--- src/rtl/fp_pkg.sv ---
// Shared constants, field widths and FSM state encoding for the FP subtractor.
package fp_pkg;
  localparam int SIGN_W = 1;
  localparam int EXP_W  = 8;
  localparam int FRAC_W = 23;
  localparam int MANT_W = FRAC_W + 1;
  localparam int EXP_BIAS = 127;
  localparam logic [EXP_W-1:0] EXP_MAX = 8'hFF;
  localparam logic [31:0] QNAN = 32'h7FC0_0000;

  typedef enum logic [2:0] {IDLE, ALIGN, OP, NORM, DONE} state_t;
endpackage

--- src/rtl/fp_unpack.sv ---
// Splits an IEEE-754 single into sign, exponent and mantissa with hidden bit.
// The hidden bit is clear for exponent 0; the raw fraction is still passed so
// the consumer decides how to treat denormals.
module fp_unpack
  import fp_pkg::*;
(
  input  logic [31:0]       word,
  output logic              sign,
  output logic [EXP_W-1:0]  expo,
  output logic [MANT_W-1:0] mant,
  output logic              is_zero,
  output logic              is_special
);
  assign sign       = word[31];
  assign expo       = word[30:23];
  assign is_zero    = (expo == '0);
  assign is_special = (expo == EXP_MAX);
  assign mant       = {~is_zero, word[FRAC_W-1:0]};
endmodule

--- src/rtl/fp_sub_seq.sv ---
// Multi-cycle IEEE-754 single subtractor (a - b), truncating, denormals
// flushed. Serial alignment and normalisation, one bit per cycle.
module fp_sub_seq
  import fp_pkg::*;
#(
  parameter int ALIGN_CAP = 24
) (
  input  logic        clk,
  input  logic        rst_n,
  input  logic [31:0] a,
  input  logic [31:0] b,
  input  logic        in_valid,
  output logic        in_ready,
  output logic [31:0] result,
  output logic        out_valid,
  input  logic        out_ready
);
  localparam logic [EXP_W-1:0] CAP = EXP_W'(ALIGN_CAP);

  logic              sa, sb, za, zb, spa, spb;
  logic [EXP_W-1:0]  ea, eb;
  logic [MANT_W-1:0] ma_raw, mb_raw;

  fp_unpack u_unpack_a (.word(a), .sign(sa), .expo(ea), .mant(ma_raw),
                        .is_zero(za), .is_special(spa));
  fp_unpack u_unpack_b (.word(b), .sign(sb), .expo(eb), .mant(mb_raw),
                        .is_zero(zb), .is_special(spb));

  // Operand ordering and shift count, evaluated on the accept cycle
  logic [MANT_W-1:0] ma, mb, mx, my;
  logic [EXP_W-1:0]  ex, ey, diff, cnt_ld;
  logic              a_ge, sign_x;

  // Denormal fractions are discarded so a zero exponent means zero magnitude
  assign ma     = za ? '0 : ma_raw;
  assign mb     = zb ? '0 : mb_raw;
  assign a_ge   = {ea, ma} >= {eb, mb};
  assign ex     = a_ge ? ea : eb;
  assign ey     = a_ge ? eb : ea;
  assign mx     = a_ge ? ma : mb;
  assign my     = a_ge ? mb : ma;
  assign sign_x = a_ge ? sa : ~sb;
  assign diff   = ex - ey;
  assign cnt_ld = (diff > CAP) ? CAP : diff;

  state_t            state, state_nx;
  logic              sign_r, sub_r, nan_r;
  logic [EXP_W-1:0]  exp_r, cnt_r;
  logic [MANT_W-1:0] mx_r, my_r;
  logic [MANT_W:0]   sum_r;
  logic [31:0]       result_r;
  logic              need_l;

  // Left shift wanted: no carry, leading bit clear, something left to normalise
  assign need_l = ~sum_r[MANT_W] & ~sum_r[MANT_W-1] & (sum_r != '0);

  // State register
  always_ff @(posedge clk or negedge rst_n) begin
    if (!rst_n) state <= IDLE;
    else        state <= state_nx;
  end

  // Next-state logic; NaN operands skip straight to NORM to pack the QNAN
  always_comb begin
    state_nx = state;
    case (state)
      IDLE:  if (in_valid) state_nx = (spa | spb) ? NORM : ALIGN;
      ALIGN: if (cnt_r == '0) state_nx = OP;
      OP:    state_nx = NORM;
      NORM: begin
        if (nan_r)                        state_nx = DONE;
        else if (sum_r[MANT_W])           state_nx = NORM;
        else if (need_l && exp_r > 8'd1)  state_nx = NORM;
        else                              state_nx = DONE;
      end
      DONE:  if (out_ready) state_nx = IDLE;
      default: state_nx = IDLE;
    endcase
  end

  // Datapath: capture, align, add/sub, normalise and pack
  always_ff @(posedge clk or negedge rst_n) begin
    if (!rst_n) begin
      sign_r   <= 1'b0;
      sub_r    <= 1'b0;
      nan_r    <= 1'b0;
      exp_r    <= '0;
      cnt_r    <= '0;
      mx_r     <= '0;
      my_r     <= '0;
      sum_r    <= '0;
      result_r <= '0;
    end else begin
      case (state)
        IDLE: if (in_valid) begin
          nan_r <= spa | spb;
          if (spa | spb) begin
            sum_r <= '0;
          end else begin
            sign_r <= sign_x;
            sub_r  <= (sa == sb);
            exp_r  <= ex;
            mx_r   <= mx;
            my_r   <= my;
            cnt_r  <= cnt_ld;
          end
        end
        ALIGN: if (cnt_r != '0) begin
          my_r  <= my_r >> 1;
          cnt_r <= cnt_r - 1'b1;
        end
        OP: sum_r <= sub_r ? ({1'b0, mx_r} - {1'b0, my_r})
                           : ({1'b0, mx_r} + {1'b0, my_r});
        NORM: begin
          if (nan_r) begin
            result_r <= QNAN;
          end else if (sum_r[MANT_W]) begin
            sum_r <= sum_r >> 1;
            exp_r <= exp_r + 1'b1;
          end else if (need_l) begin
            // Exponent cannot go below 1: flush instead of shifting
            if (exp_r <= 8'd1) result_r <= '0;
            else begin
              sum_r <= sum_r << 1;
              exp_r <= exp_r - 1'b1;
            end
          end else if (sum_r == '0) begin
            result_r <= '0;
          end else if (exp_r == EXP_MAX) begin
            result_r <= {sign_r, EXP_MAX, {FRAC_W{1'b0}}};
          end else begin
            result_r <= {sign_r, exp_r, sum_r[FRAC_W-1:0]};
          end
        end
        default: ;
      endcase
    end
  end

  assign in_ready  = (state == IDLE);
  assign out_valid = (state == DONE);
  assign result    = result_r;
endmodule

--- config.mk ---
export PLATFORM = sky130hd
export DESIGN_NAME = fp_sub_seq
export DESIGN_NICKNAME = d
export VERILOG_FILES = /design/src/rtl/fp_pkg.sv /design/src/rtl/fp_unpack.sv /design/src/rtl/fp_sub_seq.sv
export SDC_FILE = /design/constraint.sdc
export NUM_CORES = 1
export LEC_CHECK = 0
export BUFFER_PORTS_ARGS = -buffer_cell sky130_fd_sc_hd__buf_2
export CAP_MARGIN = 20
export CORE_ASPECT_RATIO = 1.25
export CORE_MARGIN = 2
export CORE_UTILIZATION = 50
export DETAILED_ROUTE_END_ITERATION = 8
export PLACE_DENSITY_LB_ADDON = 0.3
export SYNTH_ARGS = -nofsm -noshare
export SYNTH_HDL_FRONTEND = slang
export SYNTH_SLANG_ARGS = --single-unit
--- constraint.sdc ---
create_clock -name clk -period 5.25 [get_ports clk]
set_input_delay 0.2625 -clock clk [delete_from_list [all_inputs] [get_ports clk]]
set_output_delay 0.2625 -clock clk [all_outputs]
set_load 0.02 [all_outputs]
==> run_results.csv, run 1 <==
group,metric,value,unit
setup_path,crit_path_end_kind,"flip-flop",
yosys,synthTopCellsByArea,"dfrtp_1 (33%), ha_1 (8.3%), nand2_1 (7.7%), a21oi_1 (5.7%), o21ai_0 (5.7%)",
routing,detail_route.drc_violations,0,
power_and_ir_drop,p_total,6873,uW
die,number_of_top_level_design_ports,102,
setup_path,worst_path_max_fanout,5,
sta,fin_tns_setup,0,ps
power_and_ir_drop,net-switching-power,3188,uW
yosys,yosysMostFrequentCell,"nand2_1",
cts,cts.path.max_buffers,2,
die,placement_rows,56,
min_path,hold_path_depth,2,
finish,flow.area_growth_from_synthesis,12.82,%
routing,wl_per_cell,16.37,um
die,coreArea,18710,um^2
die,design.die.area,20200,um^2
job,timing.max_cap.violations,0,
finish,post-route-util,0.5750,
routing,post_drt_via_cell_ratio,5.815,
setup_path,r2r.worst_path.cells,18,
cts,cts_tree,"done",
yosys,ys_async_sr_fraction,1.000,
routing,drt_first_pass_iters,5,
routing,total_number_of_vias,8769,
sta,timing.clock.skew,9.614,ps
cts,sink_count_of_the_clock_tree,127,
sta,timing.final.hold_violations,0,
sta,finalSetupViolations,0,
power_and_ir_drop,comb_power_share,0.564,
yosys,yosysUniqueCellTypes,71,
cts,cts.htree.levels,4,
setup_path,critical_path_arrival,4690,ps
place,post-place-ws,643.1,ps
cts,worst_setup_hold_path_clk_slew,60,ps
power_and_ir_drop,seq_power_share,0.264,
finish,layout-drive-gt1-share,0.1262,
sta,grt_setup_unrepaired,"no",
min_path,timing.hold.worst.class,"input pin to flip-flop",
sta,worstMarginPinSlew,931.1,ps
yosys,syn_area,9535,um^2
sta,final_period_minus_worst_setup_slack,4392,ps
global_routing,pin_count_of_the_biggest_net_entering_global_routing,67,
routing,route.antenna.remaining_nets,0,
yosys,seq_cells_post_synth,127,
outcome,status,"complete, no violations",
global_routing,grt_pass1_vias,8162,
yosys,synth.top_cell.area_share,0.3333,
yosys,number_of_synthesized_flops_with_an_enable_pin,0,
die,fp.dieH,158.4,um
cts,cts_repair_resize_count,0,
yosys,synthesis.instances,1200,
place,gp_routability_congestion,0.9271,
setup_path,critical_path_required,5550,ps
place,place_hpwl,18510,um
yosys,post-synth-top-area-cell,"dfrtp_1",
yosys,ys.flop_type,"dfrtp_1",
power_and_ir_drop,irDropWorstVdd,0.3043,mV
sta,timing.fmax,0.2277,GHz
setup_path,crit_type,"flip-flop to flip-flop",
cts,number_of_clock_buffers_inserted_by_tritoncts,17,
place,detailed_place.area,10160,um^2
die,die_w,127.5,um
yosys,synthesis.nets,1332,
routing,wl,24690,um
yosys,post_synth.cell_area_avg,7.946,um^2
global_routing,gr-total-overflow,0,
power_and_ir_drop,clock_power_share,0.172,
power_and_ir_drop,power_leakage,0.004973,uW
yosys,synth_seq_area_share,0.3333,
sta,max_slew_margin,0.3793,
yosys,yosys_warnings,0,
place,io_buffers,101,
setup_path,start_kind,"flip-flop",
finish,final_design_area_no_fill,10760,um^2
global_routing,grt_first_pass_wirelength,40830,um
die,start_util,0.5097,
sta,timing.final.crit_share,0.8365,
power_and_ir_drop,power.density,638.9,nW/um^2
power_and_ir_drop,power.switching_fraction,0.4639,
sta,final.setup.worst_slack,858.1,ps
global_routing,grt_use_total,0.2508,
finish,nets_finish,1395,
power_and_ir_drop,internal_power,3685,uW
yosys,synth_common_cells,"nand2_1 (196), dfrtp_1 (127), nor2_1 (110), a21oi_1 (109), o21ai_0 (108)",
cts,clkLatencyLatePin,420,ps
sta,report.final.slew_viol_count,0,
cts,clk_root_buffer_cell,"clkbuf_16",
routing,first_iter_violations,666,
finish,ant_cells,0,
global_routing,antenna_found_initial,0,
final cells by class:
type	instances	area, um^2
inverters	27	101.3
well taps	232	290.3
clock buffers	17	425.4
fillers	1750	7950
clock inverters	15	162.7
repair buffers	114	611.8
multi-input cells	976	5988
flip-flops and latches	127	3178
worst paths after layout:
path	start	endpoint	slack [ps]
min reg2reg	result[13]$_DFFE_PN0P_	result[13]$_DFFE_PN0P_	470
max in group asynchronous	rst_n	result[12]$_DFFE_PN0P_	3470
min	out_ready	state[2]$_DFFE_PN0P_	40
min in group asynchronous	rst_n	exp_r[6]$_DFFE_PN0P_	460
max	my_r[4]$_DFFE_PN0P_	sum_r[23]$_DFFE_PN0P_	860
max reg2reg	my_r[4]$_DFFE_PN0P_	sum_r[23]$_DFFE_PN0P_	860
critical path, stage by stage (launching register included):
cell      delay (ps)
dfrtp_1          430
nor3_1           310
nand2_1          140
nor4_1           360
nand2_1          150
nor2_1           190
a21oi_1          110
xnor2_1          140
ha_1             350
a21o_1           190
a21oi_1          130
nor2b_1           60
a311oi_1         370
o21ai_0          230
a211oi_1         350
o21ai_0          140
a31oi_1          240
xor2_1           260
o21ai_0          110
through the flow:
stage / std cells / hold WS [ps]
after detailed placement: 1475 / 412.9
after CTS: 1508 / 38.26
after global routing: 1508 / 61.59
final: 1508 / 44.37
after floorplan: 1200 / -33.09
after global placement: 1474 / 416.0
logic make-up after synthesis:
group | Yosys count | share of synthesized area
simple gates | 470 | 0.2243
mux | 27 | 0.02861
buf+inv | 97 | 0.04120
compound gates | 366 | 0.2421
flops | 127 | 0.3333
fa+ha+maj | 64 | 0.08477
xor+xnor | 49 | 0.04579
repair_timing:
item	in CTS	in global routing
endpoints found under the hold margin	65	0
hold buffers	1	0
setup endpoints to repair	0	0
setup buffers	0	0
placed cells by master (no fill, tap or decap), types with 17 or more instances in the layout:
cell         n
nor3_1      24
ha_1        63
nand3_1     18
nor2_1     109
buf_2      100
o21ai_0    107
and2_1      29
and3_1      18
nand2_1    195
mux2i_1     25
a21oi_1    109
a21o_1      18
nor4_1      20
dfrtp_1    127
clkbuf_16   17
xnor2_1     35
inv_1       27
sequential cells by signal (all words and copies together), names as in the netlist:
name	count
mx_r	24
sub_r	1
cnt_r	8
state	3
sign_r	1
result	32
nan_r	1
my_r	24
sum_r	25
exp_r	8
metal layers:
metal	vias to the layer above	GRT usage	wire length (um)
met5	-	0	0
met4	0	0.1015	732
met3	38	0.03226	1066
met2	261	0.3911	11020
met1	4018	0.3541	11860
li1	4452	-	-
power groups by stage:
stage / registers [uW] / logic, uW / clock network (uW)
2_1_floorplan: 1760 / 3010 / 0
3_3_place_gp: 1800 / 3750 / 0
3_5_place_dp: 1820 / 3820 / 0
4_1_cts: 1800 / 3860 / 1200
5_1_grt: 1880 / 4350 / 1240
6_report: 1810 / 3880 / 1180
No activity file was read; power rests on OpenSTA's default activity.
==> run 2: changes to the inputs <==
==> constraint.sdc (replaced) <==
create_clock -name clk -period 4.58 [get_ports clk]
set_input_delay 0.229 -clock clk [delete_from_list [all_inputs] [get_ports clk]]
set_output_delay 0.229 -clock clk [all_outputs]
set_load 0.02 [all_outputs]
==> run 2 against run 1 <==
  * Die area unchanged
  * Worst hold slack worse by 24 ps
  * Largest cell class unchanged
  * Critical path type unchanged
  * Cell area up 1.2%
  * Clock skew increased by 2.5 ps
  * Wire length fell by 0.55%
  * Clock power increased by 22%
  * Sequential share of layout area down 0.36 points
==> run_results.csv, run 2 (synthesis results as in run 1) <==
group,metric,value,unit
outcome,status,"complete, no violations",
setup_path,crit_start,"my_r[4]$_DFFE_PN0P_",
cts,worst_setup_hold_path_clk_slew,60,ps
global_routing,grt_use_total,0.2499,
routing,detail_route.drc_violations,0,
global_routing,grt_pass1_vias,8347,
die,start_util,0.5097,
setup_path,start_kind,"flip-flop",
setup_path,slowest_delay,440,ps
finish,mostFrequentLayoutCells,"nand2_1 (195), dfrtp_1 (127), nor2_1 (109), a21oi_1 (109), o21ai_0 (107)",
sta,grt_setup_unrepaired,"no",
setup_path,timing.critical_path.slowest_stage_cell,"dfrtp_1",
sta,timing.final.crit_share,0.8896,
global_routing,gr-total-overflow,0,
die,coreArea,18710,um^2
finish,multiInputGateArea,5995,um^2
setup_path,worst_setup_path_endpoint,"sum_r[23]$_DFFE_PN0P_",
setup_path,cp.depth,18,
finish,flip_flop_count_of_the_largest_register_all_copies_and_words_added,32,
global_routing,gr-usage-met3,0.02520,
setup_path,crit_path_end_kind,"flip-flop",
setup_path,worst_r2r_startpoint,"my_r[4]$_DFFE_PN0P_",
routing,route.antenna.remaining_nets,0,
min_path,timing.hold.worst.class,"input pin to flip-flop",
finish,layout-drive-gt1-share,0.1324,
place,place_hpwl,18580,um
finish,flow.area_growth_from_synthesis,14.21,%
setup_path,critical_path_buffers_and_inverters,0,
cts,number_of_clock_buffers_inserted_by_tritoncts,17,
setup_path,r2r.worst_path.cells,18,
global_routing,pin_count_of_the_biggest_net_entering_global_routing,84,
routing,post_drt_via_cell_ratio,5.827,
setup_path,cp_top_family,"compound AO/OA/AOI/OAI gates",
global_routing,antenna_found_initial,0,
sta,worstMarginPinSlew,922.1,ps
sta,whs,20.58,ps
cts,clkLatencyLatePin,430,ps
cts,clk_root_buffer_cell,"clkbuf_16",
die,fp.dieH,158.4,um
setup_path,timing.rr.end,"sum_r[23]$_DFFE_PN0P_",
routing,total_number_of_vias,8833,
global_routing,global_route.peak_usage_layer,"met2",
sta,timing.fmax,0.2454,GHz
finish,seq_area,3178,um^2
setup_path,critical_path_required,4840,ps
sta,timing.clock.skew,12.13,ps
power_and_ir_drop,irDropWorstVdd,0.3704,mV
global_routing,gr-usage-met2,0.4077,
finish,nFillCells,1761,
job,timing.max_cap.violations,0,
finish,ant_cells,0,
die,die_w,127.5,um
global_routing,grt_util_met1,0.3480,
place,gp_routability_congestion,0.8971,
setup_path,crit_type,"flip-flop to flip-flop",
die,design.die.area,20200,um^2
finish,nets_finish,1403,
setup_path,critical_path_arrival,4340,ps
routing,first_iter_violations,667,
power_and_ir_drop,power.density,731.6,nW/um^2
die,placement_rows,56,
global_routing,grt_first_pass_wirelength,41030,um
sta,final_period_minus_worst_setup_slack,4075,ps
routing,drt_first_pass_iters,5,
routing,wl_per_cell,16.19,um
cts,cts_tree,"done",
cts,cts_setup_buffers,0,
setup_path,setup.reg_to_reg.worst_slack,510,ps
cts,cts.htree.levels,4,
finish,layout.cells.most_common,"nand2_1",
setup_path,worst_path_max_fanout,5,
setup_path,cp_cell_sequence,"nor3_1, nand2_1, nor4_2, nand2_1, nor2_1, a21oi_1, xnor2_1, ha_1, a21o_1, a21oi_1, nor2b_1, a311oi_1, o21ai_0, a211oi_1, o21ai_0, a31oi_1, xor2_1, o21ai_0",
sta,max_slew_margin,0.3830,
routing,wl,24550,um
cts,sink_count_of_the_clock_tree,127,
power_and_ir_drop,power_leakage,0.005036,uW
sta,fin_tns_setup,0,ps
sta,finalSetupViolations,0,
sta,report.final.slew_viol_count,0,
sta,timing.final.hold_violations,0,
place,io_buffers,101,
setup_path,critical-path-top-cell-by-count,"o21ai_0",
die,number_of_top_level_design_ports,102,
cts,cts.path.max_buffers,2,
## run 2: cell types whose count changed in the layout (fill, tap and decap cells not counted), sizes merged
| cell | before | now |
|---|---|---|
| clkinvlp | 3 | 5 |
| clkbuf | 17 | 21 |
| inv | 31 | 29 |
| clkinv | 6 | 1 |
| bufinv | 2 | 3 |
| buf | 113 | 121 |
## run 2: metal layers
layer,routed length (um),up-vias
met1,11690,4094
met4,610,0
met2,11250,237
met5,0,-
met3,1001,40
li1,-,4462
## run 2: layout make-up
type | count | area share
Multi-Input combinational cell | 976 | 0.5504
Clock buffer | 21 | 0.04412
Tap cell | 232 | 0.02665
Timing Repair Buffer | 122 | 0.06353
Inverter | 27 | 0.009306
Clock inverter | 11 | 0.01413
Sequential cell | 127 | 0.2918
## run 2: how the worst min path moves through the flow
stage                           endpoint  cells after the start       from  slack [ps]
floorplan           cnt_r[0]$_DFFE_PN0P_                      0      rst_n         -70
global placement    state[2]$_DFFE_PN0P_                      2  out_ready         450
detailed placement  state[2]$_DFFE_PN0P_                      2  out_ready         440
CTS                 state[2]$_DFFE_PN0P_                      2  out_ready          20
global route        state[2]$_DFFE_PN0P_                      2  out_ready          30
finish              state[2]$_DFFE_PN0P_                      2  out_ready          20
## run 2: where the power goes
group | total, uW | switching, uW | internal [uW]
clock | 1440 | 525 | 918
combinational | 4430 | 2580 | 1860
sequential | 2090 | 517 | 1580
total | 7970 | 3620 | 4350
## run 2: timing repair
item | in CTS | in global routing
hold buffers | 0 | 1
hold endpoints to repair | 0 | 22
gates resized for setup | 0 | 1
setup endpoints to repair | 0 | 2
## run 2: through the flow
stage	util	setup slack, ps	instance area [um^2]	instances	power (uW)
5_1_grt	0.5821	66.79	10890	1516	8657
3_3_place_gp	0.5453	358.6	10200	1481	6385
4_1_cts	0.5798	411.2	10850	1514	7952
6_report	0.5821	505.5	10890	1516	7967
2_1_floorplan	-	583.5	9535	1200	5463
3_5_place_dp	0.5459	218.2	10210	1482	6478
